## src/rtl/mixer_pkg.sv

```systemverilog
// Shared types and width helpers for the gain mixers.
// Widths are functions so each mixer derives them from its own BITSIZE/GAINBITS.
package mixer_pkg;

    localparam int BITSIZE_DEF  = 16;
    localparam int GAINBITS_DEF = 8;

    typedef enum logic [1:0] {
        IDLE = 2'd0,
        MAC  = 2'd1,
        OUT  = 2'd2
    } state_t;

    // Signed sample times zero-extended gain (GAINBITS+1 signed bits).
    function automatic int prod_width(input int bitsize, input int gainbits);
        return bitsize + gainbits + 1;
    endfunction

    // Two guard bits hold the sum of four products without overflow.
    function automatic int acc_width(input int bitsize, input int gainbits);
        return bitsize + gainbits + 3;
    endfunction

    // 0.25 in Q1.(GAINBITS-1); matches the fixed quarter-sum mixer.
    function automatic int default_gain(input int gainbits);
        return 1 << (gainbits - 3);
    endfunction

    localparam int PROD_W_DEF       = prod_width(BITSIZE_DEF, GAINBITS_DEF);
    localparam int ACC_W_DEF        = acc_width(BITSIZE_DEF, GAINBITS_DEF);
    localparam int DEFAULT_GAIN_DEF = default_gain(GAINBITS_DEF);

endpackage

```

## src/rtl/mixer4_gain_sched_sat_shift.sv

```systemverilog
// Arithmetic right shift (floor) followed by saturation to a narrower signed width.
// Purely combinational so any mixer can drop it after its accumulator.
module sat_shift #(
    parameter int IN_W  = 27,
    parameter int OUT_W = 16,
    parameter int SHIFT = 7
) (
    input  logic signed [IN_W-1:0]  din,
    output logic signed [OUT_W-1:0] dout
);

    logic signed [IN_W-1:0]   shifted;
    logic        [IN_W-OUT_W:0] upper;

    assign shifted = din >>> SHIFT;
    // In range only when every bit from the output sign bit upward agrees.
    assign upper   = shifted[IN_W-1:OUT_W-1];

    // NOTE: dout gets a default before any branch so this always_comb cannot infer a latch.
    always_comb begin
        dout = shifted[OUT_W-1:0];
        if (!shifted[IN_W-1] && (|upper)) begin
            dout = {1'b0, {(OUT_W-1){1'b1}}};
        end else if (shifted[IN_W-1] && !(&upper)) begin
            dout = {1'b1, {(OUT_W-1){1'b0}}};
        end
    end

endmodule

```

## src/rtl/mixer4_gain_sched.sv

```systemverilog
// Four-channel weighted mixer: latches a sample set on strobe, runs one shared
// multiplier over four cycles, then saturates and presents the mix with a valid pulse.
module mixer4_gain_sched
    import mixer_pkg::*;
#(
    parameter int BITSIZE  = BITSIZE_DEF,
    parameter int GAINBITS = GAINBITS_DEF
) (
    input  logic                       clk,
    input  logic                       rst,
    input  logic                       sample_valid,
    input  logic signed [BITSIZE-1:0]  in1,
    input  logic signed [BITSIZE-1:0]  in2,
    input  logic signed [BITSIZE-1:0]  in3,
    input  logic signed [BITSIZE-1:0]  in4,
    input  logic                       cfg_we,
    input  logic [1:0]                 cfg_addr,
    input  logic [GAINBITS-1:0]        cfg_data,
    output logic signed [BITSIZE-1:0]  out,
    output logic                       out_valid,
    output logic                       busy,
    output logic                       overrun
);

    localparam int PROD_W = prod_width(BITSIZE, GAINBITS);
    localparam int ACC_W  = acc_width(BITSIZE, GAINBITS);
    localparam logic [GAINBITS-1:0] GAIN_RST = GAINBITS'(default_gain(GAINBITS));

    state_t                     state, state_next;
    logic [1:0]                 ch;
    logic signed [BITSIZE-1:0]  samp   [4];
    logic [GAINBITS-1:0]        shadow [4];
    logic [GAINBITS-1:0]        active [4];
    logic signed [ACC_W-1:0]    acc;
    logic signed [PROD_W-1:0]   prod;
    logic signed [BITSIZE-1:0]  sat_out;
    logic                       accept;

    assign accept = (state == IDLE) && sample_valid;
    assign busy   = (state != IDLE);

    always_comb begin
        state_next = state;
        case (state)
            IDLE:    if (sample_valid) state_next = MAC;
            MAC:     if (ch == 2'd3)   state_next = OUT;
            OUT:     state_next = IDLE;
            default: state_next = IDLE;
        endcase
    end

    // NOTE: sequential state uses non-blocking assignments so every register samples pre-edge values.
    always_ff @(posedge clk or posedge rst) begin
        if (rst) state <= IDLE;
        else     state <= state_next;
    end

    // The one multiplier in the design; the channel mux on ch feeds both operands.
    assign prod = samp[ch] * $signed({1'b0, active[ch]});

    sat_shift #(
        .IN_W  (ACC_W),
        .OUT_W (BITSIZE),
        .SHIFT (GAINBITS-1)
    ) u_sat (
        .din  (acc),
        .dout (sat_out)
    );

    // NOTE: the gain banks and sample latches are reset explicitly; they are a few flops, not a RAM.
    always_ff @(posedge clk or posedge rst) begin
        if (rst) begin
            for (int i = 0; i < 4; i++) begin
                samp[i]   <= '0;
                shadow[i] <= GAIN_RST;
                active[i] <= GAIN_RST;
            end
            acc       <= '0;
            ch        <= '0;
            out       <= '0;
            out_valid <= 1'b0;
            overrun   <= 1'b0;
        end else begin
            out_valid <= 1'b0;
            overrun   <= sample_valid && busy;

            // Active gains take the pre-write shadow, so a same-edge write lands next frame.
            if (accept) begin
                samp[0] <= in1;
                samp[1] <= in2;
                samp[2] <= in3;
                samp[3] <= in4;
                for (int i = 0; i < 4; i++) active[i] <= shadow[i];
                acc <= '0;
                ch  <= '0;
            end
            if (cfg_we) shadow[cfg_addr] <= cfg_data;

            if (state == MAC) begin
                acc <= acc + {{(ACC_W-PROD_W){prod[PROD_W-1]}}, prod};
                ch  <= ch + 2'd1;
            end
            if (state == OUT) begin
                out       <= sat_out;
                out_valid <= 1'b1;
            end
        end
    end

endmodule

```

## config.mk

```make
export PLATFORM = sky130hd
export DESIGN_NAME = mixer4_gain_sched
export DESIGN_NICKNAME = d
export VERILOG_FILES = /design/src/rtl/mixer_pkg.sv /design/src/rtl/mixer4_gain_sched_sat_shift.sv /design/src/rtl/mixer4_gain_sched.sv
export SDC_FILE = /design/constraint.sdc
export NUM_CORES = 1
export LEC_CHECK = 0
export ABC_AREA = 1
export CAP_MARGIN = 20
export CELL_PAD_IN_SITES_DETAIL_PLACEMENT = 1
export CELL_PAD_IN_SITES_GLOBAL_PLACEMENT = 1
export CORE_UTILIZATION = 41
export CTS_CLUSTER_DIAMETER = 40
export DETAILED_ROUTE_END_ITERATION = 10
export PLACE_DENSITY_LB_ADDON = 0.2
export SYNTH_ARGS = -nofsm -noshare
export SYNTH_HDL_FRONTEND = slang
export SYNTH_HIERARCHICAL = 1
export SYNTH_SLANG_ARGS = --single-unit
```

## constraint.sdc

```tcl
create_clock -name clk -period 5.5 [get_ports clk]
set_input_delay 1.1 -clock clk [delete_from_list [all_inputs] [get_ports clk]]
set_output_delay 1.1 -clock clk [all_outputs]
set_load 0.01 [all_outputs]
```

---- After elaboration in Yosys (flattened, before gate mapping) ----
Cells that the tools add are included.
storage, ports and cells
  register bits ........................... 177
  input bits .............................. 78
  output and inout bits ................... 19
  word-level logic and storage cells ...... 63
operators by class
  add/subtract/negate cells ............... 2
  multiply operators ...................... 1
  magnitude comparators ................... 3
  equality and inequality tests ........... 5
  muxes and demuxes ....................... 19
  bitwise operators ....................... 2
  reduce and logical (&&, ||, !) cells .... 13
operator list
  cell                                                number
  2-to-1 mux 16 bit                                   4
  2-to-1 mux 27 bit                                   2
  binary-select mux 16 bit (select 2 bit)             1
  bitwise mux 32 bit                                  1
  adder 27 bit                                        1
  multiplier 16 x 9 -> 25 bit                         1
  2-to-1 mux 8 bit                                    3
  binary-select mux 8 bit (select 2 bit)              1
  demux 8 bit (select 2 bit)                          1
  2-to-1 mux 2 bit                                    4
  >= comparator 3 bit, second input constant          2
  inverter 2 -> 3 bit                                 2
  logical AND 1 bit                                   5
  AND reduction 5 bit                                 1
  OR reduction 5 bit                                  1
  == test 2 bit, second input constant                2
  != test 2 bit, second input constant                2
  one-hot mux 2 bit (2 select lines)                  1
  nonzero test 2 bit                                  2
  < comparator 3 x 1 -> 1 bit, second input constant  1
  adder 2 x 1 -> 2 bit, second input constant         1
  == test 2 x 1 -> 1 bit, second input constant       1
  zero test 1 bit                                     2
  zero test 2 bit                                     1
  other kinds (2)                                     2

---- Logic depth before layout (Yosys ltp) ----
  depth after elaboration ................. 7
  mapped depth ............................ 39
  mapped depth without buffers ............ 38

---- Cells and area by module ----
The synthesis kept the hierarchy.
by module, submodules not included
  module             times used  cells an instance  area an instance (µm²)  sequential area each (µm²)
  mixer4_gain_sched  1           1779               13882.1                 4439.3
  sat_shift          1           39                 178.9                   0.0

---- Worst setup path before layout ----
No wires, ideal clock.
  path type ............................... reg2reg
  start ................................... register ch[0]
  end ..................................... register acc[26]
  setup time .............................. 117 ps
  arrival ................................. 5796 ps
  setup slack ............................. -413 ps
  cell stages (with the launch flop) ...... 37
  buffers on the path ..................... 3
  period minus slack after synthesis ...... 5913 ps
  path through ............................ dfrtp_1 buf_4 buf_6 nor2_1 inv_1 a32oi_1 buf_2 nand2_1 fa_1 fa_1 inv_1 fa_1 inv_1 fa_1 inv_1 ha_1 a21o_1 inv_1 nor2_1 nor2_1 nand2_2 nand2_2 o21bai_4 a21oi_1 xnor2_1 ha_1 nand2_2 nor2_1 inv_1 nor2_1 inv_1 nor3_2 nand2_1 o211ai_1 nand3_1 nand3_1 nand2_1
between the ends
  longest elaborated chain between the ends .. 7
  elaborated cells on any way between the ends .. 10
RTL lines
  item                                                                                               line                      RTL
  start, declared                                                                                    mixer4_gain_sched.sv:30   logic [1:0] ch;
  start signal, assigned                                                                             mixer4_gain_sched.sv:101  ch <= ch + 2'd1;
  inverter 2 -> 3 bit (implied by the code) *                                                        mixer4_gain_sched.sv:59   assign prod = samp[ch] * $signed({1'b0, active[ch]});
  binary-select mux 16 bit (select 2 bit) or binary-select mux 8 bit (select 2 bit) (tied branches)  mixer4_gain_sched.sv:59
  2-to-1 mux 16 bit (implied by the code) or 2-to-1 mux 8 bit (tied branches) (2 in series)          mixer4_gain_sched.sv:59
  multiplier 16 x 9 -> 25 bit *                                                                      mixer4_gain_sched.sv:59
  adder 27 bit *                                                                                     mixer4_gain_sched.sv:100  acc <= acc + {{(ACC_W-PROD_W){prod[PROD_W-1]}}, prod};
  2-to-1 mux 27 bit *                                                                                mixer4_gain_sched.sv:99   if (state == MAC) begin
  end signal, assigned                                                                               mixer4_gain_sched.sv:100
  end, declared                                                                                      mixer4_gain_sched.sv:34   logic signed [ACC_W-1:0] acc;
Mark *: on every way between the ends. The rest lies on a longest branch, timed or not. The select of a mux whose other input is x is not followed.
A chain may end at the register's enable or synchronous reset.

---- Final worst setup path ----
  start ................................... register ch[0]
  end ..................................... register acc[23]
Same word-level chain as after synthesis.

==> results.toml <==
[critical_path]
cp.required_ns = 5.85
endpoint = "acc[23]"
crit_type = "flip-flop to flip-flop"
endpoint_kind = "flip-flop"
cp_slowest_cell = "fa_1"
crit_arrival_ns = 6.74
reg2reg_slack_ns = -0.89
r2r-start = "ch[0]"
r2r-end = "acc[23]"
cp_max_fo = 10
r2r_cells = 35
cpPeakStageDelay_ns = 0.54
cp-startpoint = "ch[0]"
startpoint_type = "flip-flop"
cp_common_cell = "nand2_1"

[layout]
syn2layout_area_growth_pct = 38.6
fin_cells = 2606
insertedDiodeCount = 0
drive_above_1_share_pct = 28.1
final_net_count = 2406
final_util_pct = 58.0

[die]
ios = 97
die-area_um2 = 35000
coreArea_um2 = 33600
floorplan.rows = 67
die_height_um = 187
start_util_pct = 41.8
die_x_um = 187

[job]
cap_violations = 0

[timing]
drv_slew = 0
max_slew_margin_pct = 35.6
setup_ws_ns = -0.892
fin_crit_ns = 6.39
setup_viol = 19
rsz0062_at_grt = "yes"
clock.fmax_ghz = 0.156
setup_tns_ns = -11.36
finalCritPeriodShare_pct = 116
hold_viol_final = 0
skew_ns = 0.0191
whs_ns = 0.482
worstMarginPinSlew_ns = 0.965

[global_route]
grt.busiest_layer = "met2"
grt_pass1_vias = 14800
grt_max_degree = 112
gr-total-overflow = 0
antenna_found_initial = 0
use_met2_pct = 50.4
grt_pass1_wl_um = 76000
grtUsageTotal_pct = 27.1
met1_usage_pct = 32.8
use_met3_pct = 2.76

[route]
wl_per_cell_um = 17.7
dr.pass1.iters = 5
drc = 0
drtAntennaViolNets = 0
wl_um = 46200
num_vias = 13100
initialDrtViolationCount = 596
routed_via_density = 5.03

[synth]
syn_area_um2 = 14100
ys_types = 52
yosys_register_bits = 177
synth_area_leader_cell = "dfrtp_1"
syn-num-nets = 2078
syn_area_per_cell_um2 = 7.73
yosysSeqAreaShare_pct = 31.6
ys_top_cells_by_area = "dfrtp_1 (30%), nand2_1 (18%), fa_1 (15%)"
synth-warning-count = 6
synthCells = 1818
synth_top_area_share_pct = 30.1

[run_status]
status = "finished, violations left"
violations = "setup timing"

[placement]
routabilityCongestion = 0.890
dpl.hpwl_um = 33400
dp_cells = 2533
portBuffers = 96

[cts]
clk_pin_slew_ns = 0.08
cts-htree-levels = 4
tritoncts = "done"
clock_latency_ns = 0.46
clockBufferDepth = 2
numCtsBuffers = 17
cts-root-buf = "clkbuf_16"
clkSinkCount = 177

[hold_path]
hp-class = "flip-flop to flip-flop"
## sequential cells by signal (all words and copies together) (netlist names)
name and count:
acc 27, active 32, ch 2, out 16, out_valid 1, overrun 1
samp 64, shadow 32, state 2
## metrics by stage
step | instance area (um^2) | worst slack [ns]
global placement | 17400 | -1.04
floorplan | 14400 | -0.249
global route | 19500 | -1.22
finish | 19500 | -0.892
CTS | 19000 | -0.867
detailed placement | 17400 | -1.15
## layout by cell type, fill, tap and decap left out, types with 9 or more instances in the layout
master,instances
o21ai_1,17
buf_4,230
nand2_4,9
o21ai_2,12
xor2_1,9
nand2_2,53
nand3_2,13
ha_4,21
a21oi_2,34
inv_2,38
nor2_1,92
nand2_1,628
a32oi_2,16
clkbuf_16,17
buf_12,16
ha_1,53
inv_1,223
fa_1,98
a21oi_1,45
clkdlybuf4s50_1,96
nor2_2,18
o21ai_0,60
buf_6,16
nand3_1,25
nor2_4,21
dfrtp_1,168
## area by class of cell
type                            instances  area, um^2
Clock inverter                         12         159
Sequential cell                       177        4440
Fill cell                            3957       14100
Inverter                              269        1030
Tap cell                              448         561
Clock buffer                           19         453
Multi-Input combinational cell       1318        9530
Timing Repair Buffer                  363        3320
## repair_timing
action | CTS | global route
hold buffers | 0 | 0
endpoints found under the setup margin | 20 | 21
pin swaps | 40 | 27
resized for setup | 140 | 93
gates cloned | 4 | 0
endpoints found under the hold margin | 0 | 0
setup buffers | 24 | 13
## metal layers
metal	part of all wire, %	wire length (um)
met1	43	19800
met2	53	24400
met4	2.3	1050
met3	1.9	894
met5	0	0
## critical path: cells and delay by family (launching register included)
family	cells	cell delay [ns]
adders and majority gates	6	2.58
and+or+nand+nor	16	1.60
buffers and inverters	8	0.81
AOI/OAI and AO/OA	4	0.66
DFF	1	0.49
xor gates and xnor gates	1	0.16
## synth_stat cells (all sizes together)
cell and instances:
a211oi 1, a21boi 3, a21o 5, a21oi 84, a22o 1, a31oi 1
a32o 2, a32oi 22, and2 2, buf 33, clkbuf 21, clkinv 2
dfrtp 169, dfstp 8, fa 103, ha 79, inv 267, nand2 690
nand3 41, nand3b 2, nand4 6, nor2 131, nor3 11, nor4 2
o211ai 1, o21a 1, o21ai 95, o21bai 5, o22ai 3, o31ai 1
or2 3, xnor2 9, xor2 14
## worst min-delay path by stage
stage / cells after the start / start / slack (ns) / endpoint
floorplan: 2 / active[15] / 0.44 / active[15]
global placement: 2 / active[15] / 0.45 / active[15]
detailed placement: 2 / active[13] / 0.46 / active[13]
CTS: 2 / shadow[13] / 0.47 / active[13]
global route: 2 / active[0] / 0.50 / active[0]
finish: 2 / out[1] / 0.48 / out[1]
## cells by family after synthesis
| group | synth area share (%) |
|---|---|
| XOR/XNOR | 1.43 |
| AO/OA/AOI/OAI | 10.5 |
| buffers and inverters | 9.15 |
| flip-flops | 31.6 |
| AND/OR/NAND/NOR | 25.6 |
| adder cells (fa/ha/maj) | 21.7 |
Power is left out: the tool's default activity adds up to more than one toggle a clock period on the data nets, which glitch-free logic cannot reach.
